`config.mk`:
```
export PLATFORM = sky130hd
export DESIGN_NAME = pipeline_phase_sequencer
export DESIGN_NICKNAME = d
export VERILOG_FILES = /design/src/rtl/pipeline_phase_pkg.sv /design/src/rtl/pipeline_phase_sequencer_phase_ring.sv /design/src/rtl/pipeline_phase_sequencer.sv
export SDC_FILE = /design/constraint.sdc
export NUM_CORES = 1
export LEC_CHECK = 0
export ABC_CLOCK_PERIOD_IN_PS = 1700
export CAP_MARGIN = 40
export CORE_ASPECT_RATIO = 0.5
export CORE_MARGIN = 3
export CORE_UTILIZATION = 25
export DETAILED_ROUTE_END_ITERATION = 10
export PLACE_DENSITY = 0.45
export SLEW_MARGIN = 0
export SYNTH_ARGS = -nofsm -noshare
export SYNTH_HDL_FRONTEND = slang
export SYNTH_SLANG_ARGS = --single-unit
```
`constraint.sdc`:
```
create_clock -name clock -period 1.7 [get_ports clock]
set_input_delay 0.255 -clock clock [delete_from_list [all_inputs] [get_ports clock]]
set_output_delay 0.255 -clock clock [all_outputs]
set_load 0.02 [all_outputs]
```
`src/rtl/pipeline_phase_pkg.sv`:
```
// Shared definitions for the 5-phase pipeline sequencer.
//   PH_IF..PH_WB : one-hot phasecounter values
//   state_t      : sequencer FSM encoding (ST_HALTED / ST_RUN)
//   NOP_INSTR    : instruction word loaded into IFID on a bubble
package pipeline_phase_pkg;

  localparam int NUM_PHASES = 5;

  localparam logic [4:0] PH_IF  = 5'b00001;
  localparam logic [4:0] PH_ID  = 5'b00010;
  localparam logic [4:0] PH_EX  = 5'b00100;
  localparam logic [4:0] PH_MEM = 5'b01000;
  localparam logic [4:0] PH_WB  = 5'b10000;

  typedef enum logic {
    ST_HALTED = 1'b0,
    ST_RUN    = 1'b1
  } state_t;

  // addi x0, x0, 0
  localparam logic [31:0] NOP_INSTR = 32'h0000_0013;

endpackage

```
`src/rtl/pipeline_phase_sequencer_phase_ring.sv`:
```
// phase_ring: 5-bit one-hot phase rotator.
//   clock, reset : clock and synchronous active-high reset (resets to PH_IF)
//   advance      : rotate one position this cycle
//   hold         : freeze the current phase (overrides advance)
//   force_if     : jump back to PH_IF (overrides everything else)
//   phase        : registered one-hot phase
// Only PH_IF or a rotation of the current value is ever loaded, so the
// register stays one-hot.
module phase_ring
  import pipeline_phase_pkg::*;
(
  input  logic       clock,
  input  logic       reset,
  input  logic       advance,
  input  logic       hold,
  input  logic       force_if,
  output logic [4:0] phase
);

  logic [4:0] phase_reg;
  logic [4:0] phase_next;

  // Rotate left: bit gi takes the previous phase bit, WB wraps into IF.
  generate
    for (genvar gi = 0; gi < NUM_PHASES; gi++) begin : g_rot
      assign phase_next[gi] = phase_reg[(gi + NUM_PHASES - 1) % NUM_PHASES];
    end
  endgenerate

  always_ff @(posedge clock) begin
    if (reset) begin
      phase_reg <= PH_IF;
    end else if (force_if) begin
      phase_reg <= PH_IF;
    end else if (advance && !hold) begin
      phase_reg <= phase_next;
    end
  end

  assign phase = phase_reg;

endmodule

```
`src/rtl/pipeline_phase_sequencer.sv`:
```
// pipeline_phase_sequencer: master sequencer for the 5-phase pipelined core.
//   clock, reset            : clock, synchronous active-high reset
//   start                   : pulse, leave HALTED and run
//   step_en / halt_req      : halt at the end of the WB phase
//   mem_busy                : hold the MEM phase (watchdog guarded)
//   flush_req               : branch taken, sampled during EX
//   phasecounter            : one-hot phase [0]IF [1]ID [2]EX [3]MEM [4]WB
//   latch_* / bubble_*      : pipeline register load strobes and NOP inserts
//   running / halted        : FSM state flags
//   stall_timeout           : sticky watchdog expiry flag
//   retired                 : saturating count of completed WB phases
module pipeline_phase_sequencer
  import pipeline_phase_pkg::*;
#(
  parameter int CNT_W     = 16,
  parameter int MAX_STALL = 255
) (
  input  logic             clock,
  input  logic             reset,
  input  logic             start,
  input  logic             step_en,
  input  logic             halt_req,
  input  logic             mem_busy,
  input  logic             flush_req,
  output logic [4:0]       phasecounter,
  output logic             latch_ifid,
  output logic             latch_idex,
  output logic             latch_exmem,
  output logic             latch_memwb,
  output logic             bubble_ifid,
  output logic             bubble_idex,
  output logic             running,
  output logic             halted,
  output logic             stall_timeout,
  output logic [CNT_W-1:0] retired
);

  localparam int STALL_W = $clog2(MAX_STALL + 1);
  // Value held by the counter during the MAX_STALL-th consecutive stall.
  localparam logic [STALL_W-1:0] STALL_LAST = STALL_W'(MAX_STALL - 1);

  state_t             state_reg;
  logic               running_reg;
  logic               halted_reg;
  logic               stall_timeout_reg;
  logic               flush_pending_reg;
  logic [STALL_W-1:0] stall_cnt_reg;
  logic [CNT_W-1:0]   retired_reg;

  logic stalled;
  logic wb_cycle;
  logic wb_halt;
  logic expiry;

  assign stalled  = running_reg & phasecounter[3] & mem_busy;
  assign wb_cycle = running_reg & phasecounter[4];
  assign wb_halt  = wb_cycle & (halt_req | step_en);
  assign expiry   = stalled & (stall_cnt_reg == STALL_LAST);

  phase_ring u_phase_ring (
    .clock    (clock),
    .reset    (reset),
    .advance  (running_reg),
    .hold     (stalled),
    .force_if (wb_halt | expiry),
    .phase    (phasecounter)
  );

  // Run/halt FSM with registered state flags.
  always_ff @(posedge clock) begin
    if (reset) begin
      state_reg         <= ST_HALTED;
      running_reg       <= 1'b0;
      halted_reg        <= 1'b1;
      stall_timeout_reg <= 1'b0;
    end else begin
      case (state_reg)
        ST_HALTED: begin
          if (start) begin
            state_reg         <= ST_RUN;
            running_reg       <= 1'b1;
            halted_reg        <= 1'b0;
            stall_timeout_reg <= 1'b0;
          end
        end
        ST_RUN: begin
          if (wb_halt || expiry) begin
            state_reg   <= ST_HALTED;
            running_reg <= 1'b0;
            halted_reg  <= 1'b1;
          end
          if (expiry) begin
            stall_timeout_reg <= 1'b1;
          end
        end
        default: begin
          state_reg   <= ST_HALTED;
          running_reg <= 1'b0;
          halted_reg  <= 1'b1;
        end
      endcase
    end
  end

  // Watchdog, retirement counter and flush tracking.
  always_ff @(posedge clock) begin
    if (reset) begin
      stall_cnt_reg     <= '0;
      retired_reg       <= '0;
      flush_pending_reg <= 1'b0;
    end else begin
      if (stalled && !expiry) begin
        stall_cnt_reg <= stall_cnt_reg + 1'b1;
      end else begin
        stall_cnt_reg <= '0;
      end

      if (wb_cycle && (retired_reg != {CNT_W{1'b1}})) begin
        retired_reg <= retired_reg + 1'b1;
      end

      // Pending flush covers the IF and ID phases that follow the branch.
      if (expiry) begin
        flush_pending_reg <= 1'b0;
      end else if (running_reg && phasecounter[2] && flush_req) begin
        flush_pending_reg <= 1'b1;
      end else if (running_reg && phasecounter[1]) begin
        flush_pending_reg <= 1'b0;
      end
    end
  end

  assign latch_ifid    = running_reg & phasecounter[0];
  assign latch_idex    = running_reg & phasecounter[1];
  assign latch_exmem   = running_reg & phasecounter[2];
  assign latch_memwb   = running_reg & phasecounter[3] & ~mem_busy;
  assign bubble_ifid   = flush_pending_reg & latch_ifid;
  assign bubble_idex   = flush_pending_reg & latch_idex;
  assign running       = running_reg;
  assign halted        = halted_reg;
  assign stall_timeout = stall_timeout_reg;
  assign retired       = retired_reg;

endmodule

```
==> metrics.txt <==
# TYPE chip_impl_metric gauge
chip_impl_metric{name="grt_pass1_wl",unit="mm"} 7.17
chip_impl_metric{name="final_min_period_over_clock_period",unit=""} 0.979
chip_impl_info{name="commonest_cells_after_routing_fill_and_taps_aside",value="buf_4, dfxtp_1, clkdlybuf4s50_1"} 1
chip_impl_metric{name="timing.max_cap.violations",unit=""} 0
chip_impl_metric{name="final.setup.worst_slack",unit="ps"} 36.5
chip_impl_metric{name="viasPerCell",unit=""} 4.68
chip_impl_metric{name="die_w",unit="um"} 120
chip_impl_metric{name="floorplan.core_area",unit="um^2"} 6180
chip_impl_metric{name="timing.critical_path.fanout_max",unit=""} 6
chip_impl_info{name="leading_cell_type_in_the_layout_fill_and_taps_excluded",value="buf_4"} 1
chip_impl_metric{name="worst_skew_pair.late_latency",unit="ps"} 270
chip_impl_metric{name="power.share.clock",unit=""} 0.459
chip_impl_metric{name="power_per_cell_area",unit="nW/um^2"} 808
chip_impl_info{name="critPathLaunchType",value="register"} 1
chip_impl_metric{name="worst_hold_path_cells",unit=""} 2
chip_impl_metric{name="largest_register_ff_count",unit=""} 16
chip_impl_metric{name="antenna_cells_inserted",unit=""} 0
chip_impl_metric{name="final_tns_setup",unit="ps"} 0
chip_impl_metric{name="cp.required",unit="ps"} 1910
chip_impl_metric{name="reg2reg_setup_slack",unit="ps"} 40
chip_impl_metric{name="timing.critical_path.arrival",unit="ps"} 1880
chip_impl_info{name="timing.critical_path.slowest_stage_cell",value="or4_4"} 1
chip_impl_metric{name="design.die.area",unit="um^2"} 7560
chip_impl_metric{name="synth_sequential_area_ratio",unit=""} 0.419
chip_impl_metric{name="syn_to_layout_area_delta",unit="%"} 51.9
chip_impl_metric{name="power.sequential.fraction",unit=""} 0.426
chip_impl_metric{name="max_stage_delay",unit="ps"} 430
chip_impl_metric{name="detailed_place_hpwl",unit="mm"} 3.17
chip_impl_metric{name="grt_overflow",unit=""} 0
chip_impl_info{name="hold_end",value="stall_timeout$_SDFFE_PP0P_"} 1
chip_impl_metric{name="setup_viol_count_final",unit=""} 0
chip_impl_metric{name="timing_max_transition_violations_final",unit=""} 0
chip_impl_metric{name="irDropWorstVdd",unit="mV"} 0.381
chip_impl_metric{name="totalPowerFinal",unit="uW"} 1990
chip_impl_metric{name="cellLeakagePower",unit="uW"} 0.000999
chip_impl_metric{name="cellInternalPower",unit="uW"} 1510
chip_impl_metric{name="initial_standard_cell_utilization_of_the_core",unit=""} 0.263
chip_impl_metric{name="net-switching-power",unit="uW"} 480
chip_impl_metric{name="hold_viol_final",unit=""} 0
chip_impl_metric{name="pin_count_of_the_biggest_net_entering_global_routing",unit=""} 13
chip_impl_info{name="timing.critical_path.to_type",value="register"} 1
chip_impl_metric{name="gp_congestion",unit=""} 0.755
chip_impl_info{name="clock_tree.root_cell",value="clkbuf_16"} 1
chip_impl_info{name="timing.setup.critical_path_class",value="register to register"} 1
chip_impl_metric{name="placementRows",unit=""} 20
chip_impl_metric{name="antenna_found_initial",unit=""} 0
chip_impl_metric{name="drc",unit=""} 0
chip_impl_metric{name="fin_worst_skew",unit="ps"} 4.28
chip_impl_metric{name="port_buffers",unit=""} 36
chip_impl_info{name="worstPathCellList",value="ha_4, nand4_4, or3_4, or4_4, a21oi_2"} 1
chip_impl_metric{name="dr_total_vias",unit=""} 1599
chip_impl_metric{name="power.share.switching",unit=""} 0.241
chip_impl_info{name="rsz0062_at_grt",value="true"} 1
chip_impl_metric{name="fmax",unit="MHz"} 601
chip_impl_info{name="clock_tree_from_tritoncts",value="yes"} 1
chip_impl_metric{name="total_of_warnings_raised_by_yosys",unit=""} 0
chip_impl_metric{name="fin_hold_ws",unit="ps"} 490
chip_impl_metric{name="pwr-share-comb",unit=""} 0.115
chip_impl_metric{name="die_y",unit="um"} 63.0
chip_impl_metric{name="tightestPinTransition",unit="ps"} 593
chip_impl_metric{name="pre_cts_ws",unit="ps"} -139
chip_impl_metric{name="cts.sinks",unit=""} 34
chip_impl_info{name="rr_endpoint",value="retired[12]$_SDFFE_PP0P_"} 1
chip_impl_metric{name="post_syn_area",unit="um^2"} 1620
chip_impl_metric{name="drt-total-wl",unit="mm"} 4.15
chip_impl_metric{name="yosysUniqueCellTypes",unit=""} 41
chip_impl_metric{name="cts_inserted_buffers",unit=""} 5
chip_impl_metric{name="dr.pass1.iters",unit=""} 4
chip_impl_metric{name="grt_pass1_vias",unit=""} 1512
chip_impl_metric{name="ffs_latches_synth",unit=""} 34
chip_impl_metric{name="syn-mean-instance-area",unit="um^2"} 8.55
chip_impl_metric{name="grt_util_all_layers",unit=""} 0.115
chip_impl_metric{name="wl_per_cell",unit="um"} 12.1
chip_impl_metric{name="finalCriticalPeriod",unit="ps"} 1660
chip_impl_metric{name="layout.core_utilization",unit=""} 0.399
chip_impl_metric{name="clk_pin_slew_worst_paths",unit="ps"} 60
chip_impl_metric{name="detail-route-antenna-nets",unit=""} 0
chip_impl_metric{name="synthesis.nets",unit=""} 200
chip_impl_metric{name="drive_gt1_frac",unit=""} 0.209
chip_impl_info{name="min-delay-start",value="stall_timeout$_SDFFE_PP0P_"} 1
chip_impl_metric{name="drt-initial-drc-count",unit=""} 64
chip_impl_metric{name="synthesis.instances",unit=""} 190
chip_impl_info{name="reg2reg_from",value="retired[0]$_SDFFE_PP0P_"} 1
chip_impl_info{name="status",value="finished clean"} 1
chip_impl_info{name="min_path_type",value="register to register"} 1
chip_impl_metric{name="cts-root-to-sink-buffers",unit=""} 2
chip_impl_metric{name="max-slew-margin-rel",unit=""} 0.602
chip_impl_metric{name="reg2reg_depth",unit=""} 5
chip_impl_metric{name="nets",unit=""} 263
chip_impl_metric{name="top_level_ports",unit=""} 37
chip_impl_metric{name="cts_max_level",unit=""} 2
-- timing repair --
action                                  4_1_cts  5_1_grt
gates cloned                                  0        0
setup buffers                                 0        1
pin swaps                                     0        4
endpoints found under the setup margin        8        6
gates resized for setup                       8        9
hold buffers                                  0        0
hold endpoints to repair                      0        0
-- worst max-delay path: cells and delay by family, from the launching register on --
family	cells	cell delay, ps
compound gates	1	120
fa+ha+maj	1	160
flops	1	370
simple gates	3	950
-- per-stage QoR --
stage | cells | instance area [um^2]
final | 342 | 2470
after global placement | 333 | 2290
after detailed placement | 333 | 2290
after floorplan | 190 | 1650
after global routing | 342 | 2470
after CTS | 341 | 2440
-- worst max path at each step --
stage	from	endpoint	slack, ps	cells after the start
finish	retired[0]$_SDFFE_PP0P_	retired[12]$_SDFFE_PP0P_	40	5
global route	retired[0]$_SDFFE_PP0P_	retired[12]$_SDFFE_PP0P_	-20	5
CTS	retired[0]$_SDFFE_PP0P_	retired[12]$_SDFFE_PP0P_	20	5
detailed placement	mem_busy	latch_memwb	-140	4
global placement	mem_busy	latch_memwb	-120	4
floorplan	retired[1]$_SDFFE_PP0P_	retired[12]$_SDFFE_PP0P_	-5	5
-- cells in the mapped netlist --
cell      number  area [um^2]
nor2b_1        4         25.0
o41ai_1        2         17.5
nor3_1         4         20.0
mux2_2         2         22.5
a31oi_1        1         6.26
buf_1          1         3.75
xor2_1         5         43.8
a21oi_1       14         70.1
nand4_1        5         31.3
or3_4          1         11.3
inv_1          8         30.0
buf_2          1         5.00
and3_1         5         31.3
nor4_1         2         12.5
nand3_1       14         70.1
o22ai_1        1         6.26
a22oi_1        1         7.51
o31ai_1        6         45.0
o21a_1         1         7.51
nor4bb_1       1         10.0
mux2i_1        2         20.0
ha_1           3         37.5
nand4_2        1         12.5
nor3b_1        1         7.51
a211o_1        1         8.76
or2_0          1         6.26
nor4_4         1         21.3
dfxtp_1       34          681
nor4b_1        1         8.76
clkbuf_1       5         18.8
nand4_4        1         21.3
and4_1         3         26.3
o21ai_1        1         5.00
xnor2_1        1         8.76
a311oi_1       1         8.76
or3_1          5         31.3
nor2_1        19         71.3
nand2_1       12         45.0
and2_1         2         12.5
o21ai_0       10         50.1
or4_1          6         45.0
-- routing by layer --
metal	track usage	routed length [um]	vias to the layer above
li1	-	-	827
met1	0.154	2140	751
met2	0.180	1840	17
met3	0.0335	135	4
met4	0.0342	43	0
met5	0	0	-
-- power groups by stage --
stage	Combinational [uW]	Sequential, uW	Clock (uW)
global route	251	853	969
finish	230	849	914
detailed placement	240	866	0
floorplan	85.5	889	0
CTS	232	848	939
global placement	239	866	0
-- logic make-up (layout without fill, tap and decap cells) --
group,after synthesis,after routing,synth area share
AOI/OAI and AO/OA,39,39,0.143
xor gates and xnor gates,6,6,0.0324
adders and majority gates,3,3,0.0231
buffers and inverters,15,79,0.0354
DFF,34,34,0.419
muxes,4,4,0.0262
and+or+nand+nor,89,89,0.320
-- final cells by class --
type / count / area [um^2]
Sequential cell: 34 / 693
Fill cell: 638 / 3710
Timing Repair Buffer: 63 / 563
Tap cell: 88 / 110
Clock inverter: 2 / 11.3
Multi-Input combinational cell: 141 / 921
Inverter: 8 / 30.0
Clock buffer: 6 / 139
Power figures use the tool's default switching activity.
